## src/rtl/cache_0_tag_ctrl.sv

```systemverilog
// cache_0_tag_ctrl
//   Lookup/allocate controller for the cache 0 tag RAM. It accepts one CPU
//   request at a time. For each request it reads the tag RAM, compares the
//   tag, responds hit/miss, and writes back the updated tag word. On a miss
//   it allocates the line with the new tag. A miss that displaces a valid
//   dirty line is reported as an eviction. A store hit marks the line dirty.
//
//   Tag RAM word layout: {valid, dirty, tag[TAG_W-1:0]}.
//   The RAM returns read data one cycle after the address is presented.
//
// Ports
//   clock, reset_n      rising-edge clock, asynchronous active-low reset
//   req_valid/ready     request handshake (see below)
//   req_addr            {tag, index} of the request
//   req_write           1 = store, 0 = load
//   resp_valid          one-cycle response strobe (no back-pressure)
//   resp_hit            lookup hit
//   resp_evict          miss displaced a valid dirty line
//   resp_evict_addr     {victim tag, index}; meaningful when resp_evict=1
//   tag_addr/wdata/we   tag RAM address, write data, write enable
//   tag_rdata           tag RAM read data
//   dbg_state           current controller state, for observation only
//
// Handshake: a request transfers on a rising edge where req_valid and
//   req_ready are both 1. req_ready is high only in IDLE. The requester
//   holds req_addr and req_write stable until that edge. resp_valid is a
//   single-cycle pulse that the consumer must take.
module cache_0_tag_ctrl #(
    parameter int AWIDTH         = 3,
    parameter int TAG_W          = 12,
    parameter int DWIDTH         = 14,
    parameter bit CLEAR_ON_RESET = 1'b1
) (
    input  logic                    clock,
    input  logic                    reset_n,
    input  logic                    req_valid,
    output logic                    req_ready,
    input  logic [TAG_W+AWIDTH-1:0] req_addr,
    input  logic                    req_write,
    output logic                    resp_valid,
    output logic                    resp_hit,
    output logic                    resp_evict,
    output logic [TAG_W+AWIDTH-1:0] resp_evict_addr,
    output logic [AWIDTH-1:0]       tag_addr,
    output logic [DWIDTH-1:0]       tag_wdata,
    output logic                    tag_we,
    input  logic [DWIDTH-1:0]       tag_rdata,
    output logic [1:0]              dbg_state
);

    typedef enum logic [1:0] {
        ST_INIT = 2'd0,
        ST_IDLE = 2'd1,
        ST_READ = 2'd2,
        ST_RESP = 2'd3
    } state_t;

    state_t                    state_q;
    logic [AWIDTH-1:0]         cnt_q;
    logic [AWIDTH-1:0]         idx_q;
    logic [TAG_W-1:0]          tag_q;
    logic                      write_q;
    logic                      resp_valid_q;
    logic                      resp_hit_q;
    logic                      resp_evict_q;
    logic [TAG_W+AWIDTH-1:0]   resp_evict_addr_q;

    // Fields of the entry returned by the RAM during READ.
    logic                      rd_valid;
    logic                      rd_dirty;
    logic [TAG_W-1:0]          rd_tag;
    logic                      hit;

    assign rd_valid = tag_rdata[DWIDTH-1];
    assign rd_dirty = tag_rdata[DWIDTH-2];
    assign rd_tag   = tag_rdata[TAG_W-1:0];
    assign hit      = rd_valid && (rd_tag == tag_q);

    // RAM-side and ready outputs are decoded from state. They cannot be
    // registered because the READ-cycle write depends on the read data
    // that arrives in that same cycle. Gating with reset_n forces them low
    // the instant reset is asserted, whatever state the register reset
    // leaves the controller in.
    always_comb begin
        req_ready = 1'b0;
        tag_we    = 1'b0;
        tag_wdata = '0;
        tag_addr  = idx_q;
        case (state_q)
            ST_INIT: begin
                tag_we   = reset_n;
                tag_addr = cnt_q;
            end
            ST_IDLE: begin
                req_ready = reset_n;
                tag_addr  = req_addr[AWIDTH-1:0];
            end
            ST_READ: begin
                // A load hit leaves the entry untouched. Every other case
                // writes {1, write, tag}: a store hit sets dirty, and a
                // miss allocates with dirty = store.
                tag_we    = reset_n & ~(hit & ~write_q);
                tag_wdata = {1'b1, write_q, tag_q};
            end
            default: ;
        endcase
    end

    always_ff @(posedge clock or negedge reset_n) begin
        if (!reset_n) begin
            if (CLEAR_ON_RESET) begin
                state_q <= ST_INIT;
            end else begin
                state_q <= ST_IDLE;
            end
            cnt_q             <= '0;
            idx_q             <= '0;
            tag_q             <= '0;
            write_q           <= 1'b0;
            resp_valid_q      <= 1'b0;
            resp_hit_q        <= 1'b0;
            resp_evict_q      <= 1'b0;
            resp_evict_addr_q <= '0;
        end else begin
            resp_valid_q <= 1'b0;
            case (state_q)
                ST_INIT: begin
                    cnt_q <= cnt_q + 1'b1;
                    // All-ones counter means the last entry is being written.
                    if (&cnt_q) begin
                        state_q <= ST_IDLE;
                    end
                end
                ST_IDLE: begin
                    if (req_valid) begin
                        tag_q   <= req_addr[TAG_W+AWIDTH-1:AWIDTH];
                        idx_q   <= req_addr[AWIDTH-1:0];
                        write_q <= req_write;
                        state_q <= ST_READ;
                    end
                end
                ST_READ: begin
                    resp_valid_q      <= 1'b1;
                    resp_hit_q        <= hit;
                    resp_evict_q      <= ~hit & rd_valid & rd_dirty;
                    resp_evict_addr_q <= {rd_tag, idx_q};
                    state_q           <= ST_RESP;
                end
                default: begin
                    state_q <= ST_IDLE;
                end
            endcase
        end
    end

    assign resp_valid      = resp_valid_q;
    assign resp_hit        = resp_hit_q;
    assign resp_evict      = resp_evict_q;
    assign resp_evict_addr = resp_evict_addr_q;
    assign dbg_state       = state_q;

endmodule

```

## config.mk

```make
export PLATFORM = sky130hd
export DESIGN_NAME = cache_0_tag_ctrl
export DESIGN_NICKNAME = d
export VERILOG_FILES = /design/src/rtl/cache_0_tag_ctrl.sv
export SDC_FILE = /design/constraint.sdc
export NUM_CORES = 1
export LEC_CHECK = 0
export CAP_MARGIN = 20
export CELL_PAD_IN_SITES_DETAIL_PLACEMENT = 1
export CELL_PAD_IN_SITES_GLOBAL_PLACEMENT = 1
export CORE_MARGIN = 2
export CORE_UTILIZATION = 34
export DETAILED_ROUTE_END_ITERATION = 12
export PLACE_DENSITY_LB_ADDON = 0.1
export REMOVE_ABC_BUFFERS = 1
export SYNTH_ARGS = -nofsm -noshare
export SYNTH_HDL_FRONTEND = slang
export SYNTH_SLANG_ARGS = --single-unit
```

## constraint.sdc

```tcl
create_clock -name clock -period 1.8 [get_ports clock]
set_input_delay 0.18 -clock clock [delete_from_list [all_inputs] [get_ports clock]]
set_output_delay 0.18 -clock clock [all_outputs]
set_load 0.005 [all_outputs]
```

==> impl.org, run 1 <==
** Floorplanning
- From bottom edge to top edge, the die measures roughly 78 um.
- Die Wd :: between 70 and 80 um
- For this configuration, the core starts out at a cell density of 0.3477.
- Row generation in the floorplan step produced 27 rows.
- Die Area :: 6138 um^2
- Area of the core :: 5405 um^2
- 72 I/O pins were placed.

** Detailed routing
- In this run, the number of DRC markers left after iteration 0 of detailed routing was 40.
- Detail-routed net length per standard cell :: between 15 and 20 um
- Vias :: 1486
- Number of DRC violations after detailed routing :: 0
- Post-DRT Antenna Nets :: 0
- First-pass iteration count of the detailed router :: 4
- Post-DR vias/cell :: 4.615
- Summed over all layers, the routed wires come to 5364 um.

** Critical path
- Required time of the critical path :: roughly 1.6 ns
- Startpoint kind of the worst setup timing path :: flip-flop
- Worst-path maximum fanout :: 3
- STA classifies the critical path endpoint as a primary output.
- Arrival time at the worst endpoint :: about 1.7 ns
- The worst setup path is of the reg2out kind.

** Timing
- Setup-violating endpoint count in the final report :: 1
- After layout, the minimum clock period comes to 1.865 ns.
- Final hold analysis gives a worst-case slack of 0.2903 ns.
- Summed over all failing endpoints, the final setup total negative slack is -0.06520 ns.
- Setup repair after global routing could not meet its margin everywhere.
- Headroom to the max-slew limit came out at 0.7149.
- Clock skew on the completed layout was measured at 0.008652 ns.
- Pins Over Slew Limit :: 0
- At the pin with the least slew margin, the transition time is 0.4276 ns.
- Based on the critical path, the design can be clocked at up to between 0.5 and 0.6 GHz.
- Final-report hold violation count :: 0
- Share of the clock period used by the worst path after layout :: 1.036
- Final worst setup slack :: -0.06520 ns

** Clocking
- The root buffer cell chosen for the clock tree is clkbuf_8.
- Number of H-tree levels :: 2
- The clock reaches the later pin of the worst-skew pair after about 0.29 ns.
- Total clock buffers created by CTS :: 5
- TritonCTS sink count :: 39
- CTS clk-pin slew, worst paths :: 0.08 ns
- TritonCTS built the clock tree.
- The clock passes through at most 2 buffers.

** Final layout
- Post-layout nets :: between 200 and 300
- Layout area overhead :: 64.45%
- Final Non-Filler Cells :: roughly 320
- In the final layout, the multi-input gates occupy around 930 um^2.
- 0 antenna diodes ended up in the layout.
- Summing all flip-flop and latch instances after layout gives 975.9 um^2.
- Counting the fill cells in the layout gives 568.
- Of the cells placed in the final design, the portion with a size suffix greater than 1 is 0.3680.

** Synth
- Seq cells post-synth :: 39
- The share of the Yosys chip area taken by registers is 0.5193.
- The average instance in the mapped netlist occupies ~13 um^2.
- In the synthesized netlist, the number of instances is between 100 and 150.
- The cell area that synthesis handed to floorplanning was 1879 um^2.
- Number of synthesis warnings :: 0
- Synth area leaders :: dfrtp_1, mux2_2, mux2_4
- Area fraction of the dominant cell type after synthesis :: 0.5193
- Yosys mapped the design onto 27 distinct sky130hd cell types.
- The largest total area in the synthesized netlist belongs to dfrtp_1.

** Place
- DP HPWL :: 3776 um
- At the end of routability-driven placement, the weighted congestion stood at roughly 0.80.
- Number of port buffers :: 71
- Cell count after placement :: ~300

** GRT
- Summed over all layers, the global routing overflow is 0.
- Global-route total usage across every layer :: 0.1925
- The number of antenna violations at the first check in global routing is 0.
- The first global-routing pass estimated 8880 um of wire.
- Number of global-route vias before repair :: 1734
- Entering global routing, the biggest net connects 33 pins.

** Flow run
- The tool flagged a number of max-cap violations equal to 0.

** Pwr
- Summed over all cells, the static leakage comes to 1.417 nW.
- For this design the ratio of total power to cell area is roughly 1700 nW/um^2.
- Worst supply voltage drop on vdd :: around 1.0 mV

** Outcome
- Run status :: finished, violations left
- The checks that failed: negative setup slack.

** Min path
- Worst min-delay path class :: in2async
-- area by class of cell --
class	instances	share of cell area
Clock inverter	1	0.001619
Tap cell	72	0.02915
Clock buffer	7	0.02470
Sequential cell	39	0.3158
Inverter	5	0.006073
Timing Repair Buffer	106	0.3223
Multi-Input combinational cell	92	0.3004
-- metrics by stage --
| stage | util | instance area, um^2 | power (mW) | worst slack [ns] |
|---|---|---|---|---|
| 2_1_floorplan | - | 1841 | 2.822 | 0.03709 |
| 3_3_place_gp | 0.5178 | 2799 | 4.205 | -0.4571 |
| 3_5_place_dp | 0.5178 | 2799 | 4.361 | -0.4349 |
| 4_1_cts | 0.5597 | 3025 | 5.202 | -0.09321 |
| 5_1_grt | 0.5718 | 3090 | 5.682 | -0.1960 |
| 6_report | 0.5718 | 3090 | 5.287 | -0.06520 |
-- state kept, by name, indices dropped and copies added, names as in the netlist --
| register | flops |
|---|---|
| idx_q | 3 |
| cnt_q | 3 |
| dbg_state | 2 |
| resp_evict_addr | 15 |
| resp_hit | 1 |
| tag_q | 12 |
| write_q | 1 |
| resp_evict | 1 |
| resp_valid | 1 |
-- cell usage in the layout (no fill, tap or decap), types with 2 or more instances in the layout --
| master | netlist | layout |
|---|---|---|
| clkdlybuf4s15_1 | 0 | 5 |
| ha_4 | 0 | 3 |
| clkdlybuf4s50_1 | 0 | 51 |
| nand4_1 | 3 | 3 |
| clkbuf_8 | 0 | 5 |
| a22oi_2 | 0 | 3 |
| and2_1 | 13 | 13 |
| ha_1 | 6 | 3 |
| mux2_2 | 24 | 24 |
| inv_2 | 0 | 2 |
| buf_2 | 1 | 3 |
| o22ai_1 | 2 | 2 |
| inv_1 | 5 | 3 |
| dlygate4sd2_1 | 0 | 12 |
| dfrtp_1 | 39 | 39 |
| xnor2_1 | 12 | 10 |
| buf_6 | 1 | 4 |
| xnor2_2 | 0 | 2 |
| mux2_4 | 10 | 10 |
| clkbuf_1 | 2 | 2 |
| nand2_1 | 7 | 7 |
| buf_4 | 2 | 27 |
-- critical path, cell delays in order, from the launching register on --
cell and delay (ns):
dfrtp_1 0.41, xnor2_1 0.17, nand4_1 0.16, o41ai_2 0.40, a21boi_1 0.11, buf_2 0.14
-- repair_timing --
action | 4_1_cts | 5_1_grt
endpoints found under the setup margin | 19 | 13
hold buffers | 1 | 0
hold endpoints to repair | 7 | 0
cloned | 2 | 0
setup buffers | 8 | 4
resized for setup | 36 | 13
pin swaps | 11 | 10
-- per-layer routing --
metal	wire length (um)	GRT usage	up-vias	part of all wire
met5	0	0	-	0
met1	2106	0.2108	738	0.39
met4	67	0.05789	0	0.012
met3	263	0.04483	8	0.049
li1	-	-	699	-
met2	2926	0.3664	41	0.55
-- synthesized netlist by cell type --
cell type,instances
xor2_1,1
a22oi_1,3
o22ai_1,2
nor3_1,1
mux2_2,24
nand2_1,7
nand2_4,1
and2_1,13
a31o_2,1
buf_4,2
o41ai_1,1
nor2_1,1
ha_1,6
nand3_1,1
nor2b_1,1
dfrtp_1,39
buf_6,1
a21boi_1,1
mux2_4,10
nand4_1,3
and2_2,1
xnor2_1,12
nand2b_1,1
inv_1,5
clkbuf_1,2
buf_2,1
o21ai_0,1
-- cell families (layout without fill, tap and decap cells) --
kind of cell    count (synthesis)  in the layout  share of synthesized area
compound gates                  9              9                    0.03462
buf+inv                        11            119                    0.03062
fa+ha+maj                       6              6                    0.03995
flops                          39             39                     0.5193
mux                            34             34                     0.2237
simple gates                   30             30                    0.09121
xor+xnor                       13             13                    0.06059
-- report_power, final --
part           total, mW  switching [mW]  internal [mW]  leakage [nW]
Sequential          1.64           0.321           1.32         0.464
Combinational       3.07            1.06           2.01         0.910
Clock              0.571           0.299          0.272        0.0422
-- final timing paths --
path | startpoint | to | slack, ns | cells after the start
min reg2reg | resp_evict_addr[6] | resp_evict_addr[6] | 0.51 | 1
min | reset_n | cnt_q[0] | 0.29 | 2
min in group clock | tag_rdata[12] | resp_evict | 0.48 | 3
max | tag_q[7] | tag_we | -0.07 | 5
max in group asynchronous | reset_n | resp_evict_addr[12] | 0.81 | 3
max reg2reg | dbg_state[1] | dbg_state[1] | 0.14 | 6
Note: power is estimated with default switching activity, not from simulation.
==> inputs of run 2 (changes only) <==
- GPL_ROUTABILITY_DRIVEN: unset -> 1
==> results of run 2 <==
Final layout, timing and power as in run 1 (identical DEF).
==> inputs of run 3 (changes only) <==
- PLACE_DENSITY_LB_ADDON: 0.1 -> 0.05
==> run 3 against run 2 <==
The flow now finishes without violations. Critical path depth stayed put. Combinational power is 2% lower. Clock power is 34% higher. Total power is 2.4% higher. Clock-buffer cell count is 1 lower. Global-route usage is 1.9 points lower. Setup slack better by 0.083 ns. Clock skew is 0.0046 ns lower. Critical path type unchanged. Critical endpoint unchanged.
==> impl.org, run 3 (synthesis gave the netlist of run 1 again) <==
** Timing
- Setup repair after global routing could not meet its margin everywhere.
- The max-slew violation count came to 0.
- The worst pin sits at a relative slew slack of 0.7883.
- The routed design could run at a clock period as short as 1.782 ns.
- At the pin with the least slew margin, the transition time is approximately 0.32 ns.
- Setup violations remaining at the end of the flow were counted as 0.
- Once routing completed, OpenROAD measured the worst setup slack at approximately 0.018 ns.
- Sum of negative setup slack :: 0 ns
- Maximum clock frequency :: 0.5612 GHz
- The number of hold violations in the final report came to 0.
- Clock Skew :: 0.004070 ns
- Share of the clock period used by the worst path after layout :: 0.9899

** Critical path
- Required time of the critical path :: roughly 1.6 ns
- The worst setup path is launched from a flip-flop.
- Worst-path maximum fanout :: 2
- STA puts the critical path data arrival time at 1.60 ns.
- Setup Crit Path Kind :: reg2out
- Reg2Reg Depth :: 7
- Worst reg-to-reg setup slack :: 0.13 ns
- Nature of the critical path endpoint :: primary output

** Pwr
- The internal power of the cells totals between 3 and 4 mW.
- Share of power burned in the clock network :: 0.141
- Switching power summed over all nets :: between 1.5 and 2 mW
- Net Sw Frac :: 0.3104
- The share of total power dissipated in sequential elements is 0.301.
- IR analysis of the VDD net gives a maximum drop of about 0.9 mV.
- Combinational power share :: 0.557
- Power density cells :: ~1700 nW/um^2
- Design Power :: approximately 5.4 mW
- Leakage power :: approximately 1.5 nW

** Place
- Placement-stage worst setup slack :: -0.4545 ns
- Number of port buffers :: 71
- The HPWL after detailed placement is 3695 um.
- Routability-driven placement finished with a final weighted congestion of between 0.7 and 0.8.

** Floorplanning
- Die Wd :: slightly below 80 um
- I/O pin cnt :: around 70
- Area of the core :: 5405 um^2
- Starting density of the core :: 0.3477
- Die Area :: 6138 um^2
- Num rows :: 27
- The floorplan step set the die height to roughly 78 um.

** GRT
- Entering global routing, the biggest net connects 22 pins.
- The number of antenna violations at the first check in global routing came to 0.
- First-pass GRT wire length :: ~8100 um
- The total overflow left after global routing is 0.
- Global-route total usage across every layer :: 0.1738
- Number of global-route vias before repair :: 1618

** Final layout
- Antenna diode instance count :: 0
- Leaving out fill and tap cells, the most frequent cell in the layout is clkdlybuf4s50_1.
- Most used cells in the layout excluding fill and tap cells :: clkdlybuf4s50_1, dfrtp_1, buf_4
- Layout area overhead :: 66.25%
- In the final layout, the share of cells above drive strength 1 is 0.3770.
- Footprint of the multi-input gates :: 928.4 um^2
- Summing all flip-flop and latch instances after layout gives between 900 and 1000 um^2.
- The register with the most flip-flops in the layout has 15 of them.
- The layout has ~600 filler cells.
- The net count of the finished layout is just under 300.

** Clocking
- TritonCTS created 5 clock buffers.
- TritonCTS sink count :: 39
- TritonCTS built the clock tree.
- Clock buffer depth :: 2
- The H-tree was split into 2 levels.
- CTS clk-pin slew, worst paths :: roughly 0.08 ns
- Insertion delay to the later sink of the worst-skew pair :: a little under 0.3 ns
- Cell at the root of the clock tree :: clkbuf_8

** Detailed routing
- The pre-antenna-repair detailed-routing pass consisted of 2 iterations.
- The detailed router finished its first iteration with 16 violations.
- In the final routed layout, each cell accounts on average for approximately 16 um.
- After detailed routing, the number of vias per cell comes to approximately 4.5.
- For this block, the routed nets add up to around 5100 um of wire.
- Post-DRT Antenna Nets :: 0
- Vias :: ~1500
- For this run, design rule violations remaining after detail routing come to 0.

** Outcome
- The flow ran to the end, and the final reports show no timing, DRC or antenna violations.

** Min path
- Worst min-delay path class :: in2async

** Flow run
- Across the run, the number of max-cap violations was 0.
==> run 3: final timing paths <==
| path | to | start |
|---|---|---|
| max reg2reg | dbg_state[1] | dbg_state[1] |
| min in group clock | resp_evict | tag_rdata[12] |
| min | resp_evict_addr[3] | reset_n |
| max in group asynchronous | resp_evict_addr[5] | reset_n |
| min reg2reg | resp_evict_addr[6] | resp_evict_addr[6] |
| max | tag_we | tag_q[7] |
==> run 3: final cells by class <==
cell class	instances	share of cell area
clock inverters	2	0.01121
inverters	5	0.007609
repair buffers	108	0.3164
clock buffers	6	0.02643
well taps	72	0.02883
multi-input cells	92	0.2972
flip-flops and latches	39	0.3124
==> run 3: critical path: stages, from the launching register on <==
cell and delay, ns:
dfrtp_1 0.40, xnor2_1 0.16, nand4_1 0.17, o41ai_2 0.35, a21boi_1 0.11, clkbuf_2 0.12
==> run 3: per-stage QoR <==
stage	hold WS (ns)	utilization	area [um^2]	instances
after global routing	0.4740	0.5780	3124	324
after CTS	0.4616	0.5639	3048	318
after detailed placement	0.2360	0.5192	2806	300
final	0.4472	0.5780	3124	324
after floorplan	-0.1156	-	1841	136
after global placement	0.2074	0.5192	2806	300
==> run 3: power groups by stage <==
stage / Combinational [mW] / Clock (mW) / Sequential (mW)
floorplan: 1.22 / 0 / 1.60
global placement: 2.60 / 0 / 1.61
detailed placement: 2.70 / 0 / 1.64
CTS: 2.91 / 0.788 / 1.62
global route: 3.26 / 0.821 / 1.69
finish: 3.02 / 0.766 / 1.63
==> run 3: repair_timing <==
item | 4_1_cts | 5_1_grt
pin swaps | 10 | 9
resized for setup | 33 | 11
endpoints found under the setup margin | 19 | 7
hold buffers | 1 | 0
buffers inserted | 9 | 6
cloned | 0 | 0
hold endpoints to repair | 39 | 0
==> run 3: per-layer routing <==
| metal | part of all wire | vias to the layer above | routed length [um] | global-route usage |
|---|---|---|---|---|
| li1 | - | 699 | - | - |
| met1 | 0.42 | 725 | 2132 | 0.2064 |
| met2 | 0.53 | 42 | 2733 | 0.3138 |
| met3 | 0.035 | 8 | 177 | 0.03103 |
| met4 | 0.013 | 0 | 68 | 0.06316 |
| met5 | 0 | - | 0 | 0 |
